[src/rtl/svm_batch_sched_if.sv]
// Word-read request port from the batch scheduler (master) to data memory (slave).
interface svm_batch_sched_if #(
  parameter int AW = 32
);
  logic          rd_vld;
  logic          rd_rdy;
  logic [AW-1:0] rd_addr;

  modport master (output rd_vld, output rd_addr, input rd_rdy);
  modport slave  (input rd_vld, input rd_addr, output rd_rdy);
endinterface

[src/rtl/svm_batch_sched.sv]
// SVM batch scheduler: fetches num_dim words per point in batches, launches compute, waits done.
// start -> first read 2 cycles, last read -> batch_start 1 cycle; reads hold addr while rd_rdy=0.
module svm_batch_sched #(
  parameter int BATCH_PTS = 16,
  parameter int AW        = 32
) (
  input  logic                clk,
  input  logic                rst_n,
  input  logic                cfg_done_i,
  input  logic                start_i,
  input  logic                abort_i,
  input  logic [31:0]         num_dim_i,
  input  logic [31:0]         num_pts_i,
  input  logic [AW-1:0]       data_base_i,
  input  logic [AW-1:0]       res_base_i,
  input  logic [31:0]         res_blk_size_i,
  svm_batch_sched_if.master   rd,
  output logic                batch_start_o,
  output logic [31:0]         batch_pts_o,
  output logic [AW-1:0]       res_addr_o,
  input  logic                batch_comp_done_i,
  output logic                busy_o,
  output logic                done_o,
  output logic                err_o
);

  typedef enum logic [2:0] {
    S_IDLE, S_CHECK, S_FETCH, S_LAUNCH, S_WAIT_COMP, S_DONE, S_ERR
  } state_e;

  localparam logic [31:0] BP = 32'(BATCH_PTS);

  state_e        state_q, state_d;
  logic [AW-1:0] ptr_q, ptr_d;
  logic [AW-1:0] res_addr_q, res_addr_d;
  logic [31:0]   pts_left_q, pts_left_d;
  logic [31:0]   batch_pts_q, batch_pts_d;
  logic [31:0]   dim_cnt_q, dim_cnt_d;
  logic [31:0]   pt_cnt_q, pt_cnt_d;
  logic [31:0]   num_dim_q, num_dim_d;
  logic [31:0]   res_blk_q, res_blk_d;

  function automatic logic [31:0] clip_batch(input logic [31:0] n);
    return (n > BP) ? BP : n;
  endfunction

  always_ff @(posedge clk) begin
    if (!rst_n) begin
      state_q     <= S_IDLE;
      ptr_q       <= '0;
      res_addr_q  <= '0;
      pts_left_q  <= '0;
      batch_pts_q <= '0;
      dim_cnt_q   <= '0;
      pt_cnt_q    <= '0;
      num_dim_q   <= '0;
      res_blk_q   <= '0;
    end else begin
      state_q     <= state_d;
      ptr_q       <= ptr_d;
      res_addr_q  <= res_addr_d;
      pts_left_q  <= pts_left_d;
      batch_pts_q <= batch_pts_d;
      dim_cnt_q   <= dim_cnt_d;
      pt_cnt_q    <= pt_cnt_d;
      num_dim_q   <= num_dim_d;
      res_blk_q   <= res_blk_d;
    end
  end

  always_comb begin
    state_d     = state_q;
    ptr_d       = ptr_q;
    res_addr_d  = res_addr_q;
    pts_left_d  = pts_left_q;
    batch_pts_d = batch_pts_q;
    dim_cnt_d   = dim_cnt_q;
    pt_cnt_d    = pt_cnt_q;
    num_dim_d   = num_dim_q;
    res_blk_d   = res_blk_q;

    unique case (state_q)
      S_IDLE, S_DONE, S_ERR: begin
        if (start_i && cfg_done_i) begin
          state_d    = S_CHECK;
          ptr_d      = data_base_i;
          res_addr_d = res_base_i;
          pts_left_d = num_pts_i;
          num_dim_d  = num_dim_i;
          res_blk_d  = res_blk_size_i;
        end
      end
      S_CHECK: begin
        if (num_dim_q == 32'd0 || pts_left_q == 32'd0) begin
          state_d = S_ERR;
        end else begin
          state_d     = S_FETCH;
          batch_pts_d = clip_batch(pts_left_q);
          dim_cnt_d   = '0;
          pt_cnt_d    = '0;
        end
      end
      S_FETCH: begin
        if (rd.rd_rdy) begin
          ptr_d = ptr_q + AW'(4);
          if (dim_cnt_q == num_dim_q - 32'd1) begin
            dim_cnt_d = '0;
            pt_cnt_d  = pt_cnt_q + 32'd1;
            if (pt_cnt_q == batch_pts_q - 32'd1) state_d = S_LAUNCH;
          end else begin
            dim_cnt_d = dim_cnt_q + 32'd1;
          end
        end
      end
      S_LAUNCH: state_d = S_WAIT_COMP;
      S_WAIT_COMP: begin
        if (batch_comp_done_i) begin
          pts_left_d = pts_left_q - batch_pts_q;
          res_addr_d = res_addr_q + AW'({res_blk_q[29:0], 2'b00});
          if (pts_left_d == 32'd0) begin
            state_d = S_DONE;
          end else begin
            // Next batch skips CHECK: both counts are already known non-zero.
            state_d     = S_FETCH;
            batch_pts_d = clip_batch(pts_left_d);
            dim_cnt_d   = '0;
            pt_cnt_d    = '0;
          end
        end
      end
      default: state_d = S_IDLE;
    endcase

    if (abort_i) state_d = S_IDLE;
  end

  assign rd.rd_vld     = (state_q == S_FETCH);
  assign rd.rd_addr    = ptr_q;
  assign batch_start_o = (state_q == S_LAUNCH);
  assign batch_pts_o   = batch_pts_q;
  assign res_addr_o    = res_addr_q;
  assign busy_o        = (state_q == S_FETCH) || (state_q == S_LAUNCH) || (state_q == S_WAIT_COMP);
  assign done_o        = (state_q == S_DONE);
  assign err_o         = (state_q == S_ERR);

endmodule

[src/flat_wrapper.sv]
// flat-port wrapper written by rule: the top's interface ports become plain ports
module svm_batch_sched_flat 
#(
  parameter int BATCH_PTS = 16,
  parameter int AW        = 32
)
  (clk, rst_n, cfg_done_i, start_i, abort_i, num_dim_i, num_pts_i, data_base_i, res_base_i, res_blk_size_i, batch_start_o, batch_pts_o, res_addr_o, batch_comp_done_i, busy_o, done_o, err_o, rd_rd_vld, rd_rd_addr, rd_rd_rdy);
  svm_batch_sched_if #(.AW(AW)) rd_i ();
  input  logic clk;
  input  logic rst_n;
  input  logic cfg_done_i;
  input  logic start_i;
  input  logic abort_i;
  input  logic [31:0] num_dim_i;
  input  logic [31:0] num_pts_i;
  input  logic [AW-1:0] data_base_i;
  input  logic [AW-1:0] res_base_i;
  input  logic [31:0] res_blk_size_i;
  output logic batch_start_o;
  output logic [31:0] batch_pts_o;
  output logic [AW-1:0] res_addr_o;
  input  logic batch_comp_done_i;
  output logic busy_o;
  output logic done_o;
  output logic err_o;
  output wire logic [$bits(rd_i.rd_vld)-1:0] rd_rd_vld;
  output wire logic [$bits(rd_i.rd_addr)-1:0] rd_rd_addr;
  input wire logic [$bits(rd_i.rd_rdy)-1:0] rd_rd_rdy;
  assign rd_rd_vld = rd_i.rd_vld;
  assign rd_rd_addr = rd_i.rd_addr;
  assign rd_i.rd_rdy = rd_rd_rdy;
  svm_batch_sched #(.BATCH_PTS(BATCH_PTS), .AW(AW)) u_core (.clk(clk), .rst_n(rst_n), .cfg_done_i(cfg_done_i), .start_i(start_i), .abort_i(abort_i), .num_dim_i(num_dim_i), .num_pts_i(num_pts_i), .data_base_i(data_base_i), .res_base_i(res_base_i), .res_blk_size_i(res_blk_size_i), .rd(rd_i), .batch_start_o(batch_start_o), .batch_pts_o(batch_pts_o), .res_addr_o(res_addr_o), .batch_comp_done_i(batch_comp_done_i), .busy_o(busy_o), .done_o(done_o), .err_o(err_o));
endmodule
[config.mk]
export PLATFORM = sky130hd
export DESIGN_NAME = svm_batch_sched_flat
export DESIGN_NICKNAME = d
export VERILOG_FILES = /design/src/rtl/svm_batch_sched_if.sv /design/src/rtl/svm_batch_sched.sv /design/src/flat_wrapper.sv
export SDC_FILE = /design/constraint.sdc
export NUM_CORES = 1
export LEC_CHECK = 0
export ABC_AREA = 1
export ABC_CLOCK_PERIOD_IN_PS = 2970
export BUFFER_PORTS_ARGS = -buffer_cell sky130_fd_sc_hd__buf_2
export CAP_MARGIN = 30
export CORE_AREA = 4 4 226 228
export DETAILED_ROUTE_END_ITERATION = 8
export DIE_AREA = 0 0 230 232
export PLACE_DENSITY = 0.56
export SLEW_MARGIN = 20
export SYNTH_ARGS = -nofsm -noshare
export SYNTH_HDL_FRONTEND = slang
export SYNTH_SLANG_ARGS = --single-unit
[constraint.sdc]
create_clock -name clk -period 2.97 [get_ports clk]
set_input_delay 0.297 -clock clk [delete_from_list [all_inputs] [get_ports clk]]
set_output_delay 0.297 -clock clk [all_outputs]
set_load 0.005 [all_outputs]
==> results.md, run 1 <==
- Status: finished, violations left
- Failing checks: negative setup slack
- Adder-cell share of the synthesized area: 4.40%
- Delay-heaviest family, CP: simple AND/OR/NAND/NOR gates
- Num CTS Buffers: 34
- Synth unique cells: 47
- Hold slack: 0.0213 ns
- Clock Sinks: between 200 and 300
- Hold crit path type: input port to register
- Crit path time final: 3.02 ns
- Met3 wire length: 5.04 mm
- Drt via density: 5.23
- Clock Skew: roughly 0.025 ns
- Antenna-violating nets left: 0
- CTS tree: built
- Area fraction of the dominant cell type after synthesis: a little over a quarter
- Synth area leader: dfxtp_1
- Slew margin rel.: 45.9%
- Final std cells w/o fill: 4355
- # nets final: just under 4000
- Root buf cell: clkbuf_16
- Final Total Pwr: 13.5 mW
- First-pass GRT wire length: 112 mm
- Async SR Flop Fraction: 0%
- # IOs: 268
- Total core area: 48800 µm²
- Final setup viols: 33
- Die height: between 200 and 250 µm
- Most frequent cell after synthesis: nand2_1
- Site Rows: 81
- Design Area, Final: 26600 µm²
- Top post-synthesis cells by area: dfxtp_1 (27%), nand2_1 (15%), nor2_1 (9.3%)
- Die Width: 230 µm
- Worst Path Arrival: approximately 3.5 ns
- DP Wirelength: 55.3 mm
- Post-synth EDFFs: 0
- Worst path max stage delay: 0.34 ns
- Worst-Skew Late Latency: 0.56 ns
- Critical path required time: roughly 3.4 ns
- Slew @ Worst Pin: 0.811 ns
- WL met1: ~34 mm
- Total grt overflow: 0
- Synthesized flop and latch total: 257
- Total wire length: 74.5 mm
- Area share of and/or/nand/nor cells after synthesis: 37.9%
- Crit Path Category: register to register
- H-tree depth: 2
- Final Wtd Congestion: between 0.9 and 1
- DIE AREA: 53400 µm²
- Post-Synthesis Cells: 3189
- Largest family of logic cells by synthesized area: simple AND/OR/NAND/NOR gates
- Number of detailed-route iterations in the first pass: 7
- Post-synth top cells: nand2_1 (797), nor2_1 (479), inv_1 (397)
- Port Buf Inserts: 265
- Routed WL per cell: 17.1 µm
- DRC viols: 0
- Netlist Area Pre-Place: 19400 µm²
- CP Cell Sequence: inv_2, ha_4, fa_2, inv_2, nand3_2, nand3_4, nand2_4, nand3_4, nand2_4, nand3_4, nand2_4, nor2_4, nand2_2, nor2_2, nand4_1, nand2_2, nand2_4, nand3_4, buf_12, clkbuf_16, nand2_2, inv_1, nor2_1
- Initial antenna violation count: 1
- Crit. End Element: register
- Setup TNS: -0.531 ns
- Max-slew violations: 0
- Via count: 22791
- Syn nets: 3423
- CTS max path bufs: 3
- Top Layer Used: met4
- Initial Utilization: 39.7%
- Initial DRC Count: 1341
- Placed Area: around 23000 µm²
- Placed cell count: about 4200
- Lkg Pwr: 12.5 nW
- Clock slew at reported path FFs: 0.05 ns
- CP Launch Type: register
- Compound-cell area share of the yosys netlist: 13.3%
- Synth-to-Final Area Change: 37.0%
- Multiplexer share of the synthesized area: 0%
- Synth warn: 0
- CP Buf/Inv Count: 5
- Vias in the first global route: 21246
- Worst slack at placement: -0.362 ns
- Max-Cap Viols: 0
- FF-to-FF setup slack: -0.05 ns
- WL met2: 34.0 mm
- Avg Cell Area, Syn: 6.08 µm²
- Ys flop type: dfxtp_1
- VDD IR max: ~0.47 mV
- All-layer global routing usage: approximately 26%
- CP max stage cell: fa_2
- Core Util, Final: 54.4%
- Post-Synth XOR/XNOR Area: 7.41%
- Power per cell area: ~510 nW/µm²
- Sequential share of the synthesized area: 26.5%
- Pin count of the biggest net entering global routing: 94
- Worst-path maximum fanout: 8
- Final hold vios: 0
- Ratio of cells with drive above 1 in the final layout: 27.5%
- Final setup margin: -0.0456 ns
- Final Cycle Share: 102%
- Fmax: 332 MHz
- Unrepaired setup endpoints after global routing: yes
## where the power goes
group | total (mW) | leakage [nW] | switching (mW) | internal [mW]
Clock | 4.09 | 0.521 | 1.68 | 2.40
Combinational | 5.45 | 9.86 | 3.11 | 2.34
Sequential | 4.01 | 2.12 | 0.299 | 3.71
Total | 13.5 | 12.5 | 5.09 | 8.45
## cell usage in the layout, fill, tap and decap left out, types with 32 or more instances in the layout
cell type,count
o21ai_0,170
a21oi_1,165
buf_4,215
inv_2,69
buf_2,264
nand3_1,149
nand2_4,52
ha_1,33
nor2_1,426
nor2_2,45
nor3_1,48
xnor2_1,36
dfxtp_1,236
ha_4,32
xor2_1,126
nand4_1,113
nand2_2,122
inv_1,336
dlygate4sd3_1,41
nand2_1,624
clkbuf_16,41
## layer usage
| layer | vias to the layer above | global-route usage (%) |
|---|---|---|
| met3 | 104 | 4.35 |
| li1 | 11263 | - |
| met4 | 0 | 6.28 |
| met5 | - | 0 |
| met2 | 753 | 42.1 |
| met1 | 10671 | 35.6 |
## tightest hold or removal path, stage by stage
cell and delay, ns:
buf_2 0.08, a21oi_1 0.06, a21oi_1 0.11
## path summary, 6_finish.rpt
| kind | startpoint | end | cells after the start |
|---|---|---|---|
| setup / recovery | u_core.pts_left_q[0] | u_core.pt_cnt_q[31] | 23 |
| hold / removal | num_pts_i[11] | u_core.pts_left_q[11] | 3 |
| setup reg to reg | u_core.pts_left_q[0] | u_core.pt_cnt_q[31] | 23 |
| hold reg to reg | u_core.batch_pts_o[18] | u_core.batch_pts_o[18] | 2 |
## registers in the layout, summed over array words and instances, names as in the netlist
signal,cells
u_core.batch_pts_o,32
u_core.dim_cnt_q,32
u_core.num_dim_q,32
u_core.pt_cnt_q,32
u_core.pts_left_q,32
u_core.rd.rd_addr,32
u_core.res_addr_o,32
u_core.res_blk_q,30
u_core.state_q,3
## area by class of cell
type | instances | area (µm²)
antenna | 1 | 2.50
clock buffer | 49 | 947
clock inverter | 10 | 129
fill | 4931 | 22300
inverter | 411 | 1560
multi-input combinational | 2404 | 13900
sequential | 257 | 5170
tap | 664 | 831
timing repair buffer | 559 | 4050
## repair_timing
item                                    4_1_cts  5_1_grt
endpoints found under the hold margin        41        0
hold buffers                                 41        0
cloned                                        1       10
endpoints found under the setup margin       99      102
pin swaps                                    15      126
buffers inserted                              7       13
gates resized for setup                     106      386
## logic make-up after synthesis
group                      count (synthesis)
buffers and inverters                    528
AOI/OAI and AO/OA                        462
and+or+nand+nor                         1711
DFF                                      257
adders and majority gates                 67
xor gates and xnor gates                 164
(Power assumes the default switching activity.)
==> inputs of run 2 (changes only) <==
--- a/config.mk
+++ b/config.mk
@@ -5,14 +5,13 @@
 export SDC_FILE = /design/constraint.sdc
 export NUM_CORES = 1
 export LEC_CHECK = 0
-export ABC_AREA = 1
 export ABC_CLOCK_PERIOD_IN_PS = 2970
 export BUFFER_PORTS_ARGS = -buffer_cell sky130_fd_sc_hd__buf_2
 export CAP_MARGIN = 30
-export CORE_AREA = 4 4 226 228
+export CORE_AREA = 4 4 215 217
 export DETAILED_ROUTE_END_ITERATION = 8
-export DIE_AREA = 0 0 230 232
-export PLACE_DENSITY = 0.56
+export DIE_AREA = 0 0 219 221
+export PLACE_DENSITY = 0.57
 export SLEW_MARGIN = 20
 export SYNTH_ARGS = -nofsm -noshare
 export SYNTH_HDL_FRONTEND = slang
==> constraint.sdc (replaced) <==
create_clock -name clk -period 2.97 [get_ports clk]
set_input_delay 0.297 -clock clk [delete_from_list [all_inputs] [get_ports clk]]
set_output_delay 0.297 -clock clk [all_outputs]
set_load 0.1 [all_outputs]
==> run 2 against run 1 <==
- the run still ends with negative setup slack left
- area after synthesis down 9.9%
- via count down 9.1%
- combinational power down 23%
- cell count down 16%
- global-route usage up 1.4 points
- sequential power down 7.2%
- first-iteration DRC count up 13%
- synthesized cell count down 27%
- non-clock buffer count up 237
==> results.md, run 2 <==
- Status: finished, violations left (unchanged)
- Failing checks: negative setup slack (unchanged)
- Pin count of the biggest net entering global routing: 98 (was 94)
- Total core area: 44100 µm² (was 48800 µm²)
- DRC viols: 0 (unchanged)
- Total grt overflow: 0 (unchanged)
- Post-synth EDFFs: 0 (unchanged)
- Die Width: 219 µm (was 230 µm)
- Final setup viols: 105 (was 33)
- Power per cell area: 461 nW/µm² (was 510 nW/µm²)
- VDD IR max: 0.460 mV (was 0.473 mV)
- CTS tree: built (unchanged)
- # IOs: 268 (unchanged)
- Clock Skew: 0.0145 ns (was 0.0250 ns)
- CTS max path bufs: 3 (unchanged)
- Final hold vios: 0 (unchanged)
- H-tree depth: 2 (unchanged)
- Unrepaired setup endpoints after global routing: yes (unchanged)
- Worst-path maximum fanout: 8 (unchanged)
- Site Rows: 77 (was 81)
- Initial DRC Count: 1520 (was 1341)
- Post-synth top cells: nand2_1 (290), dfxtp_1 (257), a21oi_1 (212) (was nand2_1 (797), nor2_1 (479), inv_1 (397))
- Root buf cell: clkbuf_16 (unchanged)
- Fmax: 265 MHz (was 332 MHz)
- Top post-synthesis cells by area: dfxtp_1 (29%), nand2_1 (6.2%), a21oi_1 (6.1%) (was dfxtp_1 (27%), nand2_1 (15%), nor2_1 (9.3%))
- Max-Cap Viols: 0 (unchanged)
- Ys flop type: dfxtp_1 (unchanged)
- Worst Min Path Start: num_dim_i[5] (was num_pts_i[11])
- Via count: 20723 (was 22791)
- Area fraction of the dominant cell type after synthesis: 29.4% (was 26.5%)
- Critical path required time: 3.45 ns (was 3.40 ns)
- Vias in the first global route: 20099 (was 21246)
- Most frequent cells in the layout: buf_4 (417), nand2_1 (285), buf_2 (262) (was nand2_1 (624), nor2_1 (426), inv_1 (336))
- Synth-to-Final Area Change: 50.4% (was 37.0%)
- Crit path time final: 3.78 ns (was 3.02 ns)
- Most common cell after layout, fill and taps aside: buf_4 (was nand2_1)
- Final setup margin: -0.809 ns (was -0.0456 ns)
- Async SR Flop Fraction: 0% (unchanged)
- Hold crit path type: input port to register (unchanged)
- Avg Cell Area, Syn: 7.48 µm² (was 6.08 µm²)
- Final Cycle Share: 127% (was 102%)
- Number of detailed-route iterations in the first pass: 5 (was 7)
- Ratio of cells with drive above 1 in the final layout: 35.3% (was 27.5%)
- Post-Synthesis Cells: 2337 (was 3189)
- Num CTS Buffers: 34 (unchanged)
- Clock Sinks: 257 (unchanged)
- Clock slew at reported path FFs: 0.06 ns (was 0.05 ns)
- Lkg Pwr: 11.1 nW (was 12.5 nW)
- Initial antenna violation count: 9 (was 1)
- Core Util, Final: 59.6% (was 54.4%)
- Syn nets: 2571 (was 3423)
- CP Launch Point: u_core.batch_pts_o[4] (was u_core.pts_left_q[0])
- DP Wirelength: 49.2 mm (was 55.3 mm)
- Die height: 221 µm (was 232 µm)
- Synth warn: 0 (unchanged)
- CP Launch Type: register (unchanged)
- Worst Path Arrival: 4.26 ns (was 3.45 ns)
- Antenna-violating nets left: 0 (unchanged)
- Routed WL per cell: 19.1 µm (was 17.1 µm)
- # nets final: 3255 (was 3901)
- Synthesized flop and latch total: 257 (unchanged)
- Reg2reg start: u_core.batch_pts_o[4] (was u_core.pts_left_q[0])
- Port Buf Inserts: 265 (unchanged)
- Hold slack: 0.0195 ns (was 0.0213 ns)
- Crit. End Element: register (unchanged)
- Sequential share of the synthesized area: 29.4% (was 26.5%)
- Total wire length: 69.6 mm (was 74.5 mm)
- Crit Path Category: register to register (unchanged)
- Netlist Area Pre-Place: 17500 µm² (was 19400 µm²)
- All-layer global routing usage: 27.2% (was 25.8%)
- Synth area leader: dfxtp_1 (unchanged)
- Worst-Skew Late Latency: 0.54 ns (was 0.56 ns)
- First-pass GRT wire length: 108 mm (was 112 mm)
- Most frequent cell after synthesis: nand2_1 (unchanged)
- Slew @ Worst Pin: 0.832 ns (was 0.811 ns)
- Initial Utilization: 39.6% (was 39.7%)
- DIE AREA: 48400 µm² (was 53400 µm²)
- Max-slew violations: 0 (unchanged)
- Synth unique cells: 94 (was 47)
- Drt via density: 5.69 (was 5.23)
- Slew margin rel.: 44.5% (was 45.9%)
- Final Wtd Congestion: 0.943 (was 0.922)
-- run 2: worst paths after layout --
path / endpoint / slack [ns] / depth (start not counted)
hold / removal: u_core.num_dim_q[5] / 0.02 / 3
setup reg to reg: u_core.dim_cnt_q[16] / -0.81 / 18
hold reg to reg: u_core.rd.rd_addr[0] / 0.46 / 2
setup / recovery: u_core.dim_cnt_q[16] / -0.81 / 18
-- run 2: kinds of logic after synthesis --
group | count (synthesis) | share of synthesized area (%)
AND/OR/NAND/NOR | 962 | 27.5
AO/OA/AOI/OAI | 702 | 26.3
flip-flops | 257 | 29.4
buffers and inverters | 214 | 4.91
XOR/XNOR | 118 | 5.91
adder cells (fa/ha/maj) | 67 | 4.88
multiplexers | 17 | 1.06
-- run 2: per-stage QoR --
step           setup slack, ns  instances  power [mW]  cell area [µm²]  setup TNS [ns]
3_5_place_dp             -1.22       3456        7.44            22600          -89.95
5_1_grt                 -0.939       3638        12.7            26300          -83.07
2_1_floorplan           -0.828       2337        5.99            17800          -70.02
3_3_place_gp             -1.22       3456        7.39            22600          -86.28
6_report                -0.809       3641        12.1            26300          -68.88
4_1_cts                 -0.833       3615        12.0            25500          -72.41
-- run 2: cell type report --
type                       instances  area (µm²)
antenna                            5        12.5
clock buffer                      45         955
inverter                          65         264
fill                            4109       17800
timing repair buffer             796        6000
multi-input combinational       1867       12900
tap                              592         741
sequential                       257        5290
clock inverter                    14         146
-- run 2: what timing repair did --
action                                  CTS  global route
resized for setup                       168           119
hold buffers                             71             0
pin swaps                                60            68
setup buffers                            21            20
endpoints found under the setup margin  111           120
gates cloned                              8             4
endpoints found under the hold margin    71             0
-- run 2: critical path, stage by stage (launching register included) --
cell and delay (ns):
dfxtp_4 0.35, inv_4 0.04, ha_4 0.27, o211ai_1 0.15
a21oi_4 0.18, o211ai_1 0.12, buf_4 0.17, o31ai_4 0.40
nand4_1 0.20, a31oi_2 0.27, buf_4 0.18, mux2i_4 0.23
or3_4 0.17, nor3_4 0.05, buf_12 0.15, buf_12 0.13
buf_16 0.13, or4_4 0.41, a21oi_2 0.12
-- run 2: report_power, final --
part / internal, mW / switching, mW
registers: 3.58 / 0.132
clock network: 2.52 / 1.67
logic: 1.84 / 2.37
total: 7.94 / 4.17
-- run 2: routing by layer --
metal	global-route usage, %	part of all wire (%)
met1	35.8	43
met2	45.4	48
met3	5.09	6.1
met4	7.77	2.8
met5	0	0.075
